===== src/rtl/tdc_result_link_pkg.sv =====
// Shared constants and types for the TDC result link.
//   LINK_HEADER  : frame sync byte
//   LINK_DEPTH   : default FIFO depth
//   LINK_DATA_W  : default measurement word width
//   link_state_e : serialiser state encoding
//   link_nbytes  : data bytes per frame for a given word width
package tdc_result_link_pkg;

  localparam logic [7:0] LINK_HEADER = 8'hA5;
  localparam int         LINK_DEPTH  = 16;
  localparam int         LINK_DATA_W = 24;

  typedef enum logic [1:0] {
    LINK_IDLE = 2'd0,
    LINK_HDR  = 2'd1,
    LINK_SEQ  = 2'd2,
    LINK_DATA = 2'd3
  } link_state_e;

  function automatic int link_nbytes(input int w);
    return (w + 7) / 8;
  endfunction

endpackage


===== src/rtl/tdc_sync_fifo.sv =====
// Single-clock FIFO, DEPTH x W bits, synchronous active-low reset.
//   clk, rst_n   : clock / reset
//   push, wdata  : write; accepted when not full, or when full with a pop
//   pop, rdata   : read; rdata is the head entry (valid while !empty)
//   full, empty  : status
//   count        : occupancy, 0..DEPTH
module tdc_sync_fifo #(
  parameter int W     = 32,
  parameter int DEPTH = 16
) (
  input  logic                     clk,
  input  logic                     rst_n,
  input  logic                     push,
  input  logic [W-1:0]             wdata,
  input  logic                     pop,
  output logic [W-1:0]             rdata,
  output logic                     full,
  output logic                     empty,
  output logic [$clog2(DEPTH):0]   count
);

  localparam int AW = $clog2(DEPTH);
  localparam logic [AW:0] FULL_CNT = (AW+1)'(DEPTH);

  logic [W-1:0]  mem [DEPTH];
  logic [AW-1:0] wptr, rptr;
  logic          do_push, do_pop;

  assign full    = (count == FULL_CNT);
  assign empty   = (count == '0);
  // Guard locally so a stray pop/push can never corrupt the pointers.
  assign do_pop  = pop && !empty;
  assign do_push = push && (!full || do_pop);
  assign rdata   = mem[rptr];

  always_ff @(posedge clk) begin
    if (!rst_n) begin
      wptr  <= '0;
      rptr  <= '0;
      count <= '0;
    end else begin
      if (do_push) wptr <= wptr + 1'b1;
      if (do_pop)  rptr <= rptr + 1'b1;
      case ({do_push, do_pop})
        2'b10:   count <= count + 1'b1;
        2'b01:   count <= count - 1'b1;
        default: count <= count;
      endcase
    end
  end

  // Storage carries no reset; only the pointers define validity.
  always_ff @(posedge clk) begin
    if (do_push) mem[wptr] <= wdata;
  end

endmodule


===== src/rtl/tdc_result_link.sv =====
// Captures TDC measurement words, tags them with an 8-bit sequence number,
// queues them and streams framed bytes: HEADER, SEQ, data bytes MSB first.
//   clk, iRst            : clock / synchronous active-low reset
//   iData, iValid        : measurement word and one-cycle capture strobe
//   oByte, oByteValid    : registered byte stream out
//   iByteReady           : sink accepts the current byte
//   oOverflow            : sticky, a measurement was dropped
//   oCount               : FIFO occupancy (excludes the frame being sent)
module tdc_result_link
  import tdc_result_link_pkg::*;
#(
  parameter int         DATA_W = LINK_DATA_W,
  parameter int         DEPTH  = LINK_DEPTH,
  parameter logic [7:0] HEADER = LINK_HEADER
) (
  input  logic                   clk,
  input  logic                   iRst,
  input  logic [DATA_W-1:0]      iData,
  input  logic                   iValid,
  output logic [7:0]             oByte,
  output logic                   oByteValid,
  input  logic                   iByteReady,
  output logic                   oOverflow,
  output logic [$clog2(DEPTH):0] oCount
);

  localparam int NB = link_nbytes(DATA_W);
  localparam int IW = (NB > 1) ? $clog2(NB) : 1;

  typedef struct packed {
    logic [7:0]        seq;
    logic [DATA_W-1:0] data;
  } entry_t;

  entry_t             wr_entry, rd_entry, frame_q;
  logic               fifo_full, fifo_empty;
  logic               push, pop, drop, accept;
  logic [7:0]         seq_q;
  link_state_e        state_q, state_d;
  logic [IW-1:0]      idx_q, idx_d;
  logic [7:0]         byte_d;
  logic               bvld_d;
  logic [NB-1:0][7:0] data_bytes;

  assign accept   = oByteValid && iByteReady;
  assign pop      = (state_q == LINK_IDLE) && !fifo_empty;
  // A full FIFO still takes the word when the serialiser pops the same cycle.
  assign push     = iValid && (!fifo_full || pop);
  assign drop     = iValid && fifo_full && !pop;
  assign wr_entry = '{seq: seq_q, data: iData};
  assign data_bytes = (NB*8)'(frame_q.data);

  tdc_sync_fifo #(
    .W     ($bits(entry_t)),
    .DEPTH (DEPTH)
  ) u_fifo (
    .clk   (clk),
    .rst_n (iRst),
    .push  (push),
    .wdata (wr_entry),
    .pop   (pop),
    .rdata (rd_entry),
    .full  (fifo_full),
    .empty (fifo_empty),
    .count (oCount)
  );

  // State register; outputs are registered from the next-state decode so
  // iByteReady never reaches oByte/oByteValid combinationally.
  always_ff @(posedge clk) begin
    if (!iRst) begin
      state_q    <= LINK_IDLE;
      idx_q      <= '0;
      oByte      <= '0;
      oByteValid <= 1'b0;
      seq_q      <= '0;
      oOverflow  <= 1'b0;
      frame_q    <= '0;
    end else begin
      state_q    <= state_d;
      idx_q      <= idx_d;
      oByte      <= byte_d;
      oByteValid <= bvld_d;
      if (pop)    frame_q   <= rd_entry;
      // Dropped strobes consume a sequence number so the host sees the gap.
      if (iValid) seq_q     <= seq_q + 8'd1;
      if (drop)   oOverflow <= 1'b1;
    end
  end

  // Next-state logic
  always_comb begin
    state_d = state_q;
    idx_d   = idx_q;
    case (state_q)
      LINK_IDLE: if (!fifo_empty) state_d = LINK_HDR;
      LINK_HDR:  if (accept) state_d = LINK_SEQ;
      LINK_SEQ: begin
        if (accept) begin
          state_d = LINK_DATA;
          idx_d   = IW'(NB - 1);
        end
      end
      LINK_DATA: begin
        if (accept) begin
          if (idx_q == '0) state_d = LINK_IDLE;
          else             idx_d   = idx_q - 1'b1;
        end
      end
      default: state_d = LINK_IDLE;
    endcase
  end

  // Output decode of the next state. frame_q is already loaded by the time
  // SEQ/DATA are entered, since it is captured on the IDLE->HDR pop.
  always_comb begin
    byte_d = '0;
    bvld_d = 1'b0;
    case (state_d)
      LINK_HDR:  begin byte_d = HEADER;            bvld_d = 1'b1; end
      LINK_SEQ:  begin byte_d = frame_q.seq;       bvld_d = 1'b1; end
      LINK_DATA: begin byte_d = data_bytes[idx_d]; bvld_d = 1'b1; end
      default:   begin byte_d = '0;                bvld_d = 1'b0; end
    endcase
  end

endmodule


===== config.mk =====
export PLATFORM = sky130hd
export DESIGN_NAME = tdc_result_link
export DESIGN_NICKNAME = d
export VERILOG_FILES = /design/src/rtl/tdc_result_link_pkg.sv /design/src/rtl/tdc_sync_fifo.sv /design/src/rtl/tdc_result_link.sv
export SDC_FILE = /design/constraint.sdc
export NUM_CORES = 1
export LEC_CHECK = 0
export CAP_MARGIN = 20
export CORE_MARGIN = 1.5
export CORE_UTILIZATION = 40
export CTS_CLUSTER_SIZE = 12
export DETAILED_ROUTE_END_ITERATION = 8
export GPL_TIMING_DRIVEN = 0
export PLACE_DENSITY = 0.61
export SLEW_MARGIN = 20
export SYNTH_ARGS = -nofsm -noshare
export SYNTH_HDL_FRONTEND = slang
export SYNTH_HIERARCHICAL = 1
export SYNTH_SLANG_ARGS = --single-unit

===== constraint.sdc =====
create_clock -name clk -period 4.14 [get_ports clk]
set_input_delay 0.414 -clock clk [delete_from_list [all_inputs] [get_ports clk]]
set_output_delay 0.414 -clock clk [all_outputs]
set_load 0.01 [all_outputs]

After elaboration in Yosys (flattened, before gate mapping)
Memory sizes are Yosys's and may differ from the RTL's. A register that Yosys moved wholly into a read port is not among the register bits.
Index checks and enable logic that the tools add are counted.

word-level totals
  bits in registers = 35
  RAM bits = 512
  bits of input ports = 28
  output and inout bits = 15
  word-level logic and storage cells = 61
  memories kept = 1

operators by class
  $add $sub $neg = 6
  $lt $le $gt $ge = 1
  eq/ne operators = 9
  mux-type cells = 17
  reduce and logical (&&, ||, !) cells = 18

memories
  name        depth  width  read ports  clocked after memory_dff  write ports  RTL line             source
  u_fifo.mem  16     32     1           1                         1            tdc_sync_fifo.sv:25  logic [W-1:0] mem [DEPTH];

operators by type and width
  kind                                                count
  case mux 8 bit (3 select lines)                     1
  binary-select mux 8 bit (select 2 bit)              1
  two-way mux 2 bit                                   8
  == test 2 bit, second input constant                5
  case mux 5 bit (2 select lines)                     1
  adder 4 x 1 -> 4 bit, second input constant         2
  adder 8 x 1 -> 8 bit, second input constant         1
  two-way mux 8 bit                                   1
  case mux 2 bit (4 select lines)                     1
  logical AND 1 bit                                   7
  == test 2 x 1 -> 1 bit, second input constant       3
  adder 5 x 1 -> 5 bit, second input constant         1
  == test 5 bit, second input constant                1
  logical NOT 5 bit                                   1
  subtractor 5 x 1 -> 5 bit, second input constant    1
  logical NOT 1 bit                                   4
  logical NOT 2 bit                                   2
  case mux 2 bit (2 select lines)                     1
  < comparator 2 x 3 -> 1 bit, second input constant  1
  two-way mux 1 bit                                   3
  OR reduction 3 bit                                  1
  logical OR 1 bit                                    2
  nonzero test 2 bit                                  1
  subtractor 2 x 1 -> 2 bit, second input constant    1

Depth between registers and ports, before layout
  word-level depth = 8
  depth in mapped cells = 16
  gate-level depth less buffers = 12

By module
The synthesis kept the hierarchy.

by module, submodules not included
  module           instances  cells each  area an instance (um2)  seq. area each (um2)
  tdc_sync_fifo    1          908         20,175.6                15,715.1
  tdc_result_link  1          286         2,479.9                 1,081.0

Worst setup path before layout
OpenSTA, ideal clock, no wires.

  path kind = register -> register
  start = reg u_fifo.count[1]
  end = mem u_fifo.mem[10][0], enable pin
  library setup time = 392 ps
  arrival time = 3,147 ps
  data required time = 3,748 ps
  setup slack = 601 ps
  cell stages (with the launch flop) = 12
  path buffers = 4
  clock period less this slack = 3,539 ps
  path through = dfxtp_1 or4_4 buf_6 nor2_1 or3_1 buf_6 buf_2 a21boi_0 clkbuf_1 o21ai_4 nor3b_1 and2_1

on the way
  word-level cells in the longest chain between the ends = 8
  elaborated cells on any way between the ends = 12
  classes of those cells = 1 x eq/ne; 2 x mux; 9 x reduce/logical

RTL lines
  what                                     RTL line               source
  from (decl)                              tdc_sync_fifo.sv:19    output logic [$clog2(DEPTH):0] count
  from (signal assigned)                   tdc_sync_fifo.sv:45    2'b10: count <= count + 1'b1;
  from (signal assigned)                   tdc_sync_fifo.sv:46    2'b01: count <= count - 1'b1;
  from (signal assigned)                   tdc_sync_fifo.sv:47    default: count <= count;
  logical NOT 5 bit                        tdc_sync_fifo.sv:30    assign empty = (count == '0);
  named net fifo_empty                     tdc_result_link.sv:36  logic fifo_full, fifo_empty;
  logical NOT 1 bit                        tdc_result_link.sv:46  assign pop = (state_q == LINK_IDLE) && !fifo_empty;
  logical AND 1 bit                        tdc_result_link.sv:46
  logical OR 1 bit                         tdc_result_link.sv:48  assign push = iValid && (!fifo_full || pop);
  logical AND 1 bit                        tdc_result_link.sv:48
  named net push                           tdc_result_link.sv:37  logic push, pop, drop, accept;
  logical AND 1 bit                        tdc_sync_fifo.sv:33    assign do_push = push && (!full || do_pop);
  two-way mux 1 bit                        tdc_sync_fifo.sv:54    if (do_push) mem[wptr] <= wdata;
  two-way mux 1 bit (implied by the code)  tdc_sync_fifo.sv:54
  to (decl)                                tdc_sync_fifo.sv:25

The timed path passes the listed nets, and every way through them passes these cells.

Worst setup path in the final report
  start = reg u_fifo.count[0]
  end = reg u_fifo.count[4]

on the way
  word-level cells in the longest chain between the ends = 8
  elaborated cells on any way between the ends = 16
  classes of those cells = 2 x add/sub; 3 x eq/ne; 1 x mux; 10 x reduce/logical

RTL lines
  what                                                                   RTL line               source
  logical NOT 5 bit (*)                                                  tdc_sync_fifo.sv:30
  named net fifo_empty                                                   tdc_result_link.sv:36
  logical NOT 1 bit (*)                                                  tdc_result_link.sv:46
  logical AND 1 bit (*)                                                  tdc_result_link.sv:46
  logical OR 1 bit (*)                                                   tdc_result_link.sv:48
  logical AND 1 bit (*)                                                  tdc_result_link.sv:48
  named net push                                                         tdc_result_link.sv:37
  logical AND 1 bit (*)                                                  tdc_sync_fifo.sv:33
  == test 2 x 1 -> 1 bit or == test 2 bit (tied branches)                tdc_sync_fifo.sv:44    case ({do_push, do_pop})
  case mux 5 bit (2 select lines) or nonzero test 2 bit (tied branches)  -

Mark *: on every way through the listed nets, which the timed path passes. The rest lies on a longest branch.
A chain may end at the register's enable or synchronous reset.

==> flow_metrics.env <==
export IMPL_setup_viol=0
export IMPL_cpMostUsedCell="buf_6"
export IMPL_synth_async_reset_ratio_pct=0
export IMPL_dp_cells=2002
export IMPL_post_cts_buffers=0
export IMPL_path_cells="or4_4 > buf_6 > nor2_1 > or3_1 > buf_6 > buf_2 > a21boi_0 > clkbuf_2 > nor2b_1 > o21ai_4 > fa_1 > nand2b_1 > a21oi_1 > o221a_2 > nand4_1"
export IMPL_grt_pass1_vias=11900
export IMPL_place_gp_congestion=0.880
export IMPL_yosysUniqueCellTypes=65
export IMPL_start_util_pct=40.3
export IMPL_max_stage_delay_ns=0.53
export IMPL_yosys_top_cells_area="edfxtp_1 68%, mux4_2 13%, dfxtp_1 6.3%"
export IMPL_overflow=0
export IMPL_core_um2=56200
export IMPL_finalClockSkew_ns=0.0238
export IMPL_drv_cap=0
export IMPL_worstSetupPathType="reg -> reg"
export IMPL_syn_num_nets=1232
export IMPL_yosys_area_top_type="edfxtp_1"
export IMPL_clk_pin_slew_ns=0.06
export IMPL_yosysWarningCount=6
export IMPL_diodes=0
export IMPL_nNetsFinal=1346
export IMPL_cts_tree="done"
export IMPL_synth_top_cell_area_share_pct=67.9
export IMPL_cp_data_arrival_time_ns=4.47
export IMPL_setup_ws_ns=0.150
export IMPL_numPortBuffers=40
export IMPL_grt_usage_pct=18.2
export IMPL_synth_seq_cells=583
export IMPL_synth_ff_type="edfxtp_1"
export IMPL_htree_levels=2
export IMPL_critPathRequiredTime_ns=4.62
export IMPL_antenna_found_initial=1
export IMPL_final_hold_viol_count=0
export IMPL_fin_crit_ns=3.99
export IMPL_cts_buffers_inserted=60
export IMPL_worst_pin_slew_ns=0.996
export IMPL_rows=87
export IMPL_first_pass_iters=5
export IMPL_root_buffer="clkbuf_16"
export IMPL_drcViolationCount=0
export IMPL_dpl_worst_slack_ns=-0.0237
export IMPL_yosysSeqAreaShare_pct=74.1
export IMPL_die_h_um=241
export IMPL_hold_path_class="in -> reg"
export IMPL_rsz0062_at_grt="no"
export IMPL_maxSlewViolCount=0
export IMPL_dpl_cell_area_um2=24300
export IMPL_grt_pass1_wl_mm=76.8
export IMPL_cp_start_kind="flop"
export IMPL_dieArea_um2=58100
export IMPL_synth_most_common_cell="edfxtp_1"
export IMPL_cts_buffer_depth=3
export IMPL_stdcell_count=2111
export IMPL_synthesis_area_um2=22700
export IMPL_grt_max_degree=33
export IMPL_cp_max_fo=10
export IMPL_layout_drive_gt1_share_pct=20.6
export IMPL_hpwl_mm=32.0
export IMPL_vias=11600
export IMPL_final_util_pct=46.6
export IMPL_areaGrowthSynthToFinish_pct=15.4
export IMPL_timing_fmax_ghz=0.251
export IMPL_design_area_um2=26200
export IMPL_wl_mm=51.6
export IMPL_clk_latency_ns=0.62
export IMPL_status="finished clean"
export IMPL_routedWlPerCell_um=24.5
export IMPL_synth_common_cells="512 x edfxtp_1, 128 x mux4_2, 111 x nand2_1"
export IMPL_viasPerCell=5.50
export IMPL_max_slew_margin_pct=33.6
export IMPL_io_pins=43
export IMPL_syn_instance_count=1194
export IMPL_period_share_pct=96.4
export IMPL_dieWidth_um=241
export IMPL_fillers=4803
export IMPL_avgSynthCellArea_um2=19.0
export IMPL_tns_ns=0
export IMPL_cts_sinks=583
export IMPL_critPathCaptureType="flop"
export IMPL_drtAntennaViolNets=0
export IMPL_cellLeakagePower_nw=8.27
export IMPL_power_density_nw_per_um2=555
export IMPL_synth_edf_count=512
export IMPL_peakVddDrop_mv=0.351
export IMPL_drt_initial_drc_count=941
export IMPL_crit_slowest_cell="or4_4"
-- through the flow --
stage | hold WS [ns] | total power, mW
after CTS | 0.207 | 14.7
after floorplan | 0.430 | 8.72
after global placement | 0.445 | 9.49
after global routing | 0.236 | 15.1
after detailed placement | 0.447 | 9.60
final | 0.237 | 14.5
-- where the power goes --
part,internal (mW),switching [mW]
Combinational,1.08,1.45
Clock,2.91,2.16
Sequential,6.76,0.159
Total,10.7,3.77
-- area by class of cell --
type | count | area, µm² | area share, %
buffer | 70 | 327 | 1.25
clock buffer | 98 | 1740 | 6.64
clock inverter | 11 | 95.1 | 0.364
inverter | 19 | 78.8 | 0.301
multi-input combinational | 522 | 5500 | 21.0
sequential | 583 | 16800 | 64.2
tap | 756 | 946 | 3.62
timing repair buffer | 52 | 678 | 2.59
-- cells in the final DEF (no fill, tap or decap), types with 8 or more instances in the layout --
master	instances
a21boi_1	32
a22oi_1	64
and2_1	11
and2_2	8
buf_2	23
clkbuf_1	69
clkbuf_16	62
clkdlybuf4s50_1	40
dfxtp_1	71
edfxtp_1	512
ha_1	9
inv_1	17
mux2i_1	10
mux4_2	128
nand2_1	111
nand3_1	8
nor2_1	14
xnor2_1	8
-- worst paths after layout --
path	startpoint	endpoint	slack, ns	cells past startpoint
worst max-delay path	u_fifo/count[0]	u_fifo/count[4]	0.15	15
worst min-delay path	iValid	oOverflow	0.24	3
worst max register to register	u_fifo/count[0]	u_fifo/count[4]	0.15	15
worst min register to register	data_bytes[4]	data_bytes[4]	0.46	2
-- cell families (layout without fill, tap and decap cells) --
| kind of cell | Yosys count | after routing | synth area share, % |
|---|---|---|---|
| fa+ha+maj | 10 | 10 | 0.585 |
| simple gates | 208 | 208 | 4.43 |
| mux | 138 | 138 | 13.2 |
| compound gates | 157 | 157 | 5.54 |
| buf+inv | 89 | 250 | 1.78 |
| flops | 583 | 583 | 74.1 |
| xor+xnor | 9 | 9 | 0.348 |
-- flip-flops by register name (all words and copies together), names as in the netlist, named ones only --
register	count
data_bytes	24
frame_q	8
idx_q	2
oByte	8
oByteValid	1
oOverflow	1
seq_q	8
state_q	2
u_fifo/count	5
u_fifo/mem	512
u_fifo/rptr	4
u_fifo/wptr	4
-- routing by layer --
metal	part of all wire, %	vias to the layer above	track usage [%]
met5	0.025	-	0
met4	2.1	2	5.51
met3	4.4	77	2.80
met2	49	258	29.8
met1	45	6215	25.3
li1	-	5053	-
-- critical path, delay by kind of cell (launching register included) --
kind                     cells  cell delay (ns)
flip-flops                   1             0.37
AND/OR/NAND/NOR              6             1.50
adder cells (fa/ha/maj)      1             0.38
buffers and inverters        4             0.80
AO/OA/AOI/OAI                4             0.81
-- what timing repair did --
action / CTS / global route
hold buffers: 0 / 0
cloned: 0 / 0
gates resized for setup: 0 / 6
endpoints found under the setup margin: 51 / 193
endpoints found under the hold margin: 0 / 0
Note: power is estimated with default switching activity, not from simulation.
==> RTL edit, RTL diff (same flow settings) <==
Register the output `oCount`, without a reset; this adds one clock of latency there. The other outputs are not delayed to match.
--- a/src/rtl/tdc_result_link.sv
+++ b/src/rtl/tdc_result_link.sv
@@ -32,6 +32,8 @@
     logic [DATA_W-1:0] data;
   } entry_t;
 
+  logic [$clog2(DEPTH):0] oCount_d;
+
   entry_t             wr_entry, rd_entry, frame_q;
   logic               fifo_full, fifo_empty;
   logic               push, pop, drop, accept;
@@ -62,7 +64,7 @@
     .rdata (rd_entry),
     .full  (fifo_full),
     .empty (fifo_empty),
-    .count (oCount)
+    .count (oCount_d)
   );
 
   // State register; outputs are registered from the next-state decode so
@@ -124,5 +126,9 @@
     endcase
   end
 
+  always_ff @(posedge clk) begin
+    oCount <= oCount_d;
+  end
+
 endmodule
 
Behaviour: not the same (Yosys sat finds a counterexample within 4 cycles, from zero or initial values and one cycle with iRst low).
==> RTL edit against the unedited design <==
First-iteration DRC count fell by 0.11%; total power decreased by 0.14%; clock power decreased by 2%; worst setup slack better by 0.073 ns; synthesized cell count is 0.42% higher; global-route usage fell by 0.85 points; non-clock buffer count unchanged; cell area grew 0.25%; routed wire length decreased by 2.1%; area after synthesis grew 0.44%; count of clock-buffer cells in the layout is 13 lower; sequential cell count is 5 higher; critical path type unchanged.
==> RTL edit: results (changes against the unedited design) <==
GRT
  – First-pass GRT wire length: 75100 um (-2.2%)
  – Initial antenna violation count: 1 (unchanged)
  – Largest net degree at the start of global routing: 33 (unchanged)
  – GRT Util Overall: 0.174 (-0.00847)
  – Grt met1 use: 0.233 (-0.0208)
  – M2 GR Usage: 0.290 (-0.00758)
  – Grt met3 use: 0.0265 (-0.00150)
  – Vias in the first global route: 12000 (+0.45%)

Cells and area
  – Post-layout net count: 1350 (+0.30%)
  – Most flops, register: u_fifo/mem
  – Number of diodes: 0 (unchanged)
  – Share of layout cells above drive strength 1: 0.207 (+0.00135)

Worst setup path
  – Worst Path Arrival: 4.23 ns (-0.24 ns)
  – End of the critical path: u_fifo/mem[10][16]
  – R2R cell count: 12 (-3)
  – Critical path peak fanout: 18 (+8)
  – Crit path from: u_fifo/count[1]
  – R2r setup slk: 0.22 ns (+0.07 ns)

Place
  – Dpl hpwl: 32200 um (+0.42%)
  – Placer Congestion: 0.821 (-6.7%)
  – DP Cell Count: 2007 (+0.25%)
  – DP Area: 0.0244 mm2 (+0.46%)

Routing
  – Wire length per cell: 24.0 um (-1.9%)
  – Routed via count: 11500 (-0.53%)
  – Routed wire length: 50600 um (-2.1%)
  – DR iter-0 viols: 940 (-0.11%)

Clock network
  – Clk Latency, worst-skew pair: 0.62 ns (about the same)
  – Post-CTS setup buffers: 0 (unchanged)
  – Inserted Clock Buffers: 59 (-1.7%)
  – H-Tree Depth: 2 (unchanged)
  – Post-CTS Hold Fix Bufs: 0 (unchanged)

Power and ir drop
  – Worst VDD drop: 0.396 mV (+13%)
  – Leakage: 8.32 nW (+0.57%)

Status
  – Status: finished, final reports clean

Logic synthesis
  – Area contributors post-synth: edfxtp_1, mux4_2, dfxtp_1
  – Syn Area/Cell: 19.0 um2 (about the same)
  – Most frequent cell after synthesis: edfxtp_1
  – Synth cell types: 65 (unchanged)
  – Mapped Nets: 1237 (+0.41%)
  – Synth cell count leaders: edfxtp_1, mux4_2, nand2_1
  – Post-synthesis sequential area ratio: 0.743 (+0.00114)
  – Post-synthesis async set-or-reset flop share: 0 (unchanged)

STA
  – Clock Skews: 0.0186 ns (-0.00526 ns)
  – Max-Slew Margin vs Limit: 0.295 (-0.0408)
-- RTL edit: changes by cell type in the layout (fill, tap and decap cells not counted), sizes merged --
| cell | change |
|---|---|
| clkbuf | -13 |
| dfxtp | +5 |
| inv | +1 |
| bufinv | +1 |
| clkinvlp | -1 |
| clkinv | +3 |
-- RTL edit: cell families (layout without fill, tap and decap cells) --
logic type | after synthesis | count (layout) | synth area share
and+or+nand+nor | 208 | 208 | 0.0442
xor gates and xnor gates | 9 | 9 | 0.00346
muxes | 138 | 138 | 0.131
AOI/OAI and AO/OA | 157 | 157 | 0.0552
DFF | 588 | 588 | 0.743
buffers and inverters | 89 | 241 | 0.0178
adders and majority gates | 10 | 10 | 0.00583
-- RTL edit: worst min path at each step --
stage                                from        end  cells past startpoint
after CTS                          iValid  oOverflow                      3
after global routing               iValid  oOverflow                      3
after global placement    u_fifo/count[4]  oCount[4]                      0
after floorplan           u_fifo/count[4]  oCount[4]                      0
after detailed placement  u_fifo/count[4]  oCount[4]                      0
final                              iValid  oOverflow                      3
-- RTL edit: final cells by class --
type | count | area, um2
flip-flops and latches | 588 | 16900
plain buffers | 70 | 325
repair buffers | 52 | 701
fillers | 4754 | 30100
clock inverters | 15 | 135
well taps | 756 | 946
inverters | 19 | 78.8
clock buffers | 85 | 1660
multi-input cells | 522 | 5480
-- RTL edit: critical path, stage by stage, from the launching register on --
cell	delay, ns
dfxtp_1	0.43
or4_4	0.17
buf_6	0.15
nor2_1	0.09
or3_1	0.33
buf_6	0.16
buf_2	0.20
a21boi_0	0.19
clkbuf_1	0.41
o21ai_4	0.17
nor3b_1	0.39
and2_2	0.64
buf_16	0.25
-- RTL edit: per-stage QoR --
stage / hold WS (ns) / setup slack [ns] / total power, mW
final: 0.242 / 0.223 / 14.5
after global routing: 0.270 / 0.0317 / 15.1
after CTS: 0.218 / 0.250 / 14.6
after detailed placement: 0.379 / 0.261 / 9.66
after global placement: 0.379 / -0.606 / 9.59
after floorplan: 0.347 / 0.677 / 8.80
-- RTL edit: layer usage --
| layer | vias to the layer above | part of all wire | routed length (um) |
|---|---|---|---|
| met3 | 92 | 0.047 | 2370 |
| met5 | - | 0.00024 | 12 |
| met1 | 6111 | 0.43 | 21900 |
| met2 | 294 | 0.49 | 24700 |
| met4 | 2 | 0.031 | 1570 |
| li1 | 5045 | - | - |
-- RTL edit: power by group --
group          total [mW]  internal [mW]  switching, mW
sequential           7.00           6.83          0.166
clock                4.99           2.87           2.12
combinational        2.51           1.05           1.46
total                14.5           10.8           3.74
